**src/rtl/mem_port_arbiter_pkg.sv**
```systemverilog
// rtl/mem_port_arbiter_pkg.sv - shared types for the fetch/data memory port arbiter
package mem_port_arbiter_pkg;

   localparam int ARB_ADDR_WIDTH = 32;
   localparam int ARB_DATA_WIDTH = 32;
   localparam int ARB_BE_WIDTH   = ARB_DATA_WIDTH / 8;

   typedef enum logic [1:0] {ARB_IDLE, ARB_WAIT_I, ARB_WAIT_D} arb_state_e;
   typedef enum logic [1:0] {OWN_NONE, OWN_IF, OWN_D} owner_e;

   typedef struct packed {
      logic                      req;
      logic [ARB_ADDR_WIDTH-1:0] addr;
   } if_req_t;

   typedef struct packed {
      logic                      req;
      logic                      we;
      logic [ARB_ADDR_WIDTH-1:0] addr;
      logic [ARB_DATA_WIDTH-1:0] wdata;
      logic [ARB_BE_WIDTH-1:0]   be;
   } d_req_t;

   typedef struct packed {
      logic                      we;
      logic [ARB_ADDR_WIDTH-1:0] addr;
      logic [ARB_DATA_WIDTH-1:0] wdata;
      logic [ARB_BE_WIDTH-1:0]   be;
   } mem_cmd_t;

   // Fetches are always full-word reads.
   function automatic mem_cmd_t fetch_cmd(input logic [ARB_ADDR_WIDTH-1:0] addr);
      mem_cmd_t c;
      c.we    = 1'b0;
      c.addr  = addr;
      c.wdata = '0;
      c.be    = '1;
      return c;
   endfunction

endpackage

```
**src/rtl/mem_port_arbiter.sv**
```systemverilog
// rtl/mem_port_arbiter.sv - shares one single-port memory between fetch and data stages
// Data has priority; a streak counter forces a fetch after MAX_DATA_STREAK data wins.
module mem_port_arbiter
   import mem_port_arbiter_pkg::*;
#(
   parameter int ADDR_WIDTH      = ARB_ADDR_WIDTH,
   parameter int DATA_WIDTH      = ARB_DATA_WIDTH,
   parameter int MAX_DATA_STREAK = 4
) (
   input  logic                    clk,
   input  logic                    arst,
   input  logic                    if_req,
   input  logic [ADDR_WIDTH-1:0]   if_addr,
   input  logic                    if_flush,
   output logic                    if_gnt,
   output logic                    if_rvalid,
   output logic [DATA_WIDTH-1:0]   if_rdata,
   input  logic                    d_req,
   input  logic                    d_we,
   input  logic [ADDR_WIDTH-1:0]   d_addr,
   input  logic [DATA_WIDTH-1:0]   d_wdata,
   input  logic [DATA_WIDTH/8-1:0] d_be,
   output logic                    d_gnt,
   output logic                    d_rvalid,
   output logic [DATA_WIDTH-1:0]   d_rdata,
   output logic                    mem_req,
   output logic                    mem_we,
   output logic [ADDR_WIDTH-1:0]   mem_addr,
   output logic [DATA_WIDTH-1:0]   mem_wdata,
   output logic [DATA_WIDTH/8-1:0] mem_be,
   input  logic                    mem_gnt,
   input  logic                    mem_rvalid,
   input  logic [DATA_WIDTH-1:0]   mem_rdata
);

   localparam int SW = $clog2(MAX_DATA_STREAK + 1);
   localparam logic [SW-1:0] STREAK_MAX = SW'(MAX_DATA_STREAK);

   arb_state_e    state_q, state_d;
   owner_e        lock_q, lock_d;
   owner_e        owner;
   logic          discard_q, discard_d;
   logic [SW-1:0] streak_q, streak_d;
   logic          window;
   if_req_t       if_r;
   d_req_t        d_r;
   mem_cmd_t      cmd;

   always_comb begin
      if_r = '{req: if_req, addr: if_addr};
      d_r  = '{req: d_req, we: d_we, addr: d_addr, wdata: d_wdata, be: d_be};

      // A returning response frees the port in the same cycle.
      window = (state_q == ARB_IDLE) || mem_rvalid;

      owner = OWN_NONE;
      if (lock_q != OWN_NONE)
         owner = lock_q;
      else if (if_r.req && d_r.req)
         owner = (streak_q == STREAK_MAX) ? OWN_IF : OWN_D;
      else if (if_r.req)
         owner = OWN_IF;
      else if (d_r.req)
         owner = OWN_D;

      cmd = '0;
      case (owner)
         OWN_IF:  cmd = fetch_cmd(if_r.addr);
         OWN_D:   cmd = '{we: d_r.we, addr: d_r.addr, wdata: d_r.wdata, be: d_r.be};
         default: cmd = '0;
      endcase

      mem_req   = window && (owner != OWN_NONE) && !arst;
      mem_we    = cmd.we;
      mem_addr  = cmd.addr;
      mem_wdata = cmd.wdata;
      mem_be    = cmd.be;
      if_gnt    = mem_req && mem_gnt && (owner == OWN_IF);
      d_gnt     = mem_req && mem_gnt && (owner == OWN_D);

      if_rvalid = mem_rvalid && (state_q == ARB_WAIT_I) && !discard_q && !if_flush;
      d_rvalid  = mem_rvalid && (state_q == ARB_WAIT_D);

      lock_d = (mem_req && !mem_gnt) ? owner : OWN_NONE;

      state_d = state_q;
      if (mem_req && mem_gnt)
         state_d = (owner == OWN_IF) ? ARB_WAIT_I : ARB_WAIT_D;
      else if ((state_q != ARB_IDLE) && mem_rvalid)
         state_d = ARB_IDLE;

      // A flush against a fetch still stuck in lock marks its future response stale too.
      discard_d = discard_q;
      if ((state_q == ARB_WAIT_I) && mem_rvalid)
         discard_d = 1'b0;
      else if (if_flush && (state_q == ARB_WAIT_I))
         discard_d = 1'b1;
      else if (if_flush && mem_req && (lock_q == OWN_IF))
         discard_d = 1'b1;

      streak_d = streak_q;
      if (if_gnt || !if_req)
         streak_d = '0;
      else if (d_gnt && (streak_q != STREAK_MAX))
         streak_d = streak_q + SW'(1);
   end

   always_ff @(posedge clk or posedge arst) begin
      if (arst) begin
         state_q   <= ARB_IDLE;
         lock_q    <= OWN_NONE;
         discard_q <= 1'b0;
         streak_q  <= '0;
      end else begin
         state_q   <= state_d;
         lock_q    <= lock_d;
         discard_q <= discard_d;
         streak_q  <= streak_d;
      end
   end

   assign if_rdata = mem_rdata;
   assign d_rdata  = mem_rdata;

endmodule

```
**config.mk**
```make
export PLATFORM = sky130hd
export DESIGN_NAME = mem_port_arbiter
export DESIGN_NICKNAME = d
export VERILOG_FILES = /design/src/rtl/mem_port_arbiter_pkg.sv /design/src/rtl/mem_port_arbiter.sv
export SDC_FILE = /design/constraint.sdc
export NUM_CORES = 1
export LEC_CHECK = 0
export ABC_AREA = 1
export BUFFER_PORTS_ARGS = -buffer_cell sky130_fd_sc_hd__buf_2
export CAP_MARGIN = 20
export CORE_AREA = 2 2 107 109
export DETAILED_ROUTE_END_ITERATION = 16
export DIE_AREA = 0 0 109 111
export PLACE_DENSITY = 0.52
export RECOVER_POWER = 50
export SKIP_CTS_REPAIR_TIMING = 1
export SKIP_LAST_GASP = 1
export SYNTH_ARGS = -nofsm -noshare
export SYNTH_HDL_FRONTEND = slang
export SYNTH_SLANG_ARGS = --single-unit
```
**constraint.sdc**
```tcl
create_clock -name clk -period 2.31 [get_ports clk]
set_input_delay 0.231 -clock clk [delete_from_list [all_inputs] [get_ports clk]]
set_output_delay 0.231 -clock clk [all_outputs]
set_load 0.01 [all_outputs]
```
==> impl_metrics.csv <==
group,metric,value,unit
pwr,swShare,0.3827,
floorplan,die_w,109,um
worst_hold_path,holdCritPathClass,"in2async",
placement,place_congestion,0.8033,
final_layout,fillers,1265,
timing,finClkSkew,0.2929,ps
synth,syn_inst,318,
synth,yosys.cell_types.count,21,
final_layout,drive_above_1_share,0.5646,
setup_path,crit_required,2080,ps
synth,synth_area_leaders,"buf_4 (27%), nand2_1 (24%), dfrtp_1 (11%), a21oi_1 (11%), inv_1 (9.9%)",
timing,fmax,427.4,MHz
global_route,track_usage,0.1069,
timing,worst_slew_pin_slew,324.5,ps
drt,num_vias,2324,
pwr,seqPwrFrac,0.149,
timing,slew_headroom,0.7834,
timing,report.final.setup_viol,7,
pwr,p_leak,0.001797,uW
clocking,clockRootBuffer,"clkbuf_16",
setup_path,crit_path_end,"mem_addr[19]",
drt,ant_nets,0,
final_layout,area_growth,57.13,%
synth,ys.flop_type,"dfrtp_1",
synth,post-synth-top-count-cell,"nand2_1",
timing,period_minus_slack,2340,ps
pwr,p_sw,392.8,uW
global_route,grt_util_met2,0.1909,
placement,dp_hpwl,6.001,mm
drt,drt_iter0_markers,87,
setup_path,rr_endpoint,"streak_q[2]",
global_route,busiest_layer,"met2",
floorplan,die_height,111,um
timing,period_share,1.013,
global_route,antenna_found_initial,1,
setup_path,worstRegToRegCells,14,
floorplan,fp.dieArea,12100,um^2
drt,wire_per_inst,13.09,um
final_layout,fin_nets,588,
drt,wl,7.660,mm
synth,yosysSeqAreaShare,0.1119,
timing,final-hold-violation-count,8,
synth,async_reset_ff_frac,1.000,
synth,synth_top_area_frac,0.2727,
outcome,violations,"negative hold slack, negative setup slack",
setup_path,critPathLaunch,"streak_q[1]",
floorplan,start_util,0.1615,
global_route,use_met1,0.1161,
clocking,tritoncts,"built",
global_route,grt_pass1_wl,10.49,mm
synth,yosysTopAreaCell,"buf_4",
synth,synthesis.area,1789,um^2
clocking,clk_latency,230,ps
pwr,combPwrFrac,0.568,
setup_path,start_kind,"flop",
floorplan,rows,39,
setup_path,rrSetupSlack,150,ps
drt,via_per_inst,3.973,
synth,synth_fp_nets,463,
run,drv_cap,0,
timing,whs,-27.33,ps
pwr,p_int,633.5,uW
setup_path,crit_fanout,9,
synth,yosysWarnings,0,
global_route,grt_max_degree,43,
pwr,ir_drop,0.2864,mV
pwr,power_density,365.0,nW/um^2
outcome,status,"finished, violations left",
placement,io_buffers,181,
pwr,p_clk_frac,0.283,
synth,synth_edf_count,0,
timing,rsz0062_at_grt,"yes",
setup_path,critPathKind,"reg2out",
clocking,cts-buffers-inserted,3,
drt,drc,0,
global_route,grt-ovfl-total,0,
floorplan,core-area,11080,um^2
clocking,clockBufferDepth,2,
setup_path,end_kind,"output port",
clocking,clk_pin_slew,40,ps
timing,final_max_slew_viol_count,0,
floorplan,pin_count,278,
setup_path,crit_arrival,2110,ps
setup_path,r2r_start,"streak_q[1]",
clocking,cts.sinks,8,
final_layout,seq_area,200.2,um^2
placement,dp_slack,20.09,ps
clocking,htreeDepth,1,
global_route,grt_pass1_vias,2245,
synth,syn_avg_cell_area,5.626,um^2
final_layout,multi_input_area,1010,um^2
synth,ys_ff_latch,8,
drt,first_pass_iters,4,
timing,setup_ws,-29.71,ps
synth,synth_common_cells,"nand2_1 (113), buf_4 (65), inv_1 (47), a21oi_1 (38), buf_2 (14)",
global_route,grt_use_met3,0.03292,
[area by class of cell]
cell class,instances,share of cell area
Multi-Input combinational cell,181,0.3591
Sequential cell,8,0.07121
Inverter,49,0.06676
Clock buffer,3,0.02670
Tap cell,143,0.06364
Antenna cell,1,0.0008901
Timing Repair Buffer,200,0.4117
[placed cells by master (no fill, tap or decap), types with 3 or more instances in the layout]
| cell type | Yosys | final |
|---|---|---|
| a21oi_1 | 38 | 24 |
| a21oi_2 | 0 | 14 |
| buf_12 | 0 | 4 |
| buf_2 | 14 | 180 |
| buf_4 | 65 | 10 |
| clkbuf_16 | 0 | 6 |
| dfrtp_1 | 8 | 8 |
| ha_4 | 0 | 3 |
| inv_1 | 47 | 41 |
| inv_2 | 2 | 7 |
| nand2_1 | 113 | 100 |
| nand2_2 | 1 | 8 |
| nand2_4 | 0 | 6 |
| nand3_1 | 8 | 8 |
| nor2_2 | 3 | 3 |
[sequential cells by signal (all words and copies together), names as in the netlist]
register   cells
discard_q      1
lock_q         2
state_q        2
streak_q       3
[power groups by stage]
stage / clock network [uW] / logic [uW] / registers [uW]
2_1_floorplan: 0 / 364 / 153
3_3_place_gp: 0 / 490 / 154
3_5_place_dp: 0 / 494 / 154
4_1_cts: 294 / 497 / 152
5_1_grt: 303 / 637 / 154
6_report: 290 / 583 / 153
[stage by stage]
stage	total power (uW)	util	area, um^2	std cells	TNS, ps
after floorplan	516.9	-	1789	318	0
after global placement	643.3	0.2151	2382	569	0
after detailed placement	647.6	0.2151	2382	569	0
after CTS	943.5	0.2218	2457	572	-8174
after global routing	1094	0.2536	2809	584	-2605
final	1026	0.2538	2811	585	-94.13
[cells by family (layout without fill, tap and decap cells)]
kind of cell | Yosys count | count (layout) | synth area share
xor gates and xnor gates | 1 | 1 | 0.004896
buffers and inverters | 129 | 252 | 0.4224
other | 0 | 1 | 0
adders and majority gates | 5 | 5 | 0.03497
DFF | 8 | 8 | 0.1119
AOI/OAI and AO/OA | 42 | 42 | 0.1245
and+or+nand+nor | 133 | 133 | 0.3014
[worst max-delay path: stages (launching register included)]
cell	delay [ps]
dfrtp_1	390
inv_2	80
ha_4	150
nand2_4	60
inv_2	70
nand2_2	60
a31oi_4	240
ha_4	280
clkbuf_16	190
nand2_1	50
a21oi_1	140
buf_2	150
[worst min path at each step]
stage,from,to,slack [ps],cells after the start
detailed placement,arst,streak_q[0],220,2
global route,arst,state_q[1],10,2
floorplan,arst,discard_q,50,1
global placement,arst,streak_q[1],230,2
CTS,arst,streak_q[0],-20,2
finish,arst,streak_q[1],-30,2
[per-layer routing]
layer | wire [um] | part of all wire
met1 | 2883 | 0.38
met2 | 3821 | 0.50
met3 | 705 | 0.092
met4 | 249 | 0.033
met5 | 0 | 0
Note: power is estimated with default switching activity, not from simulation.
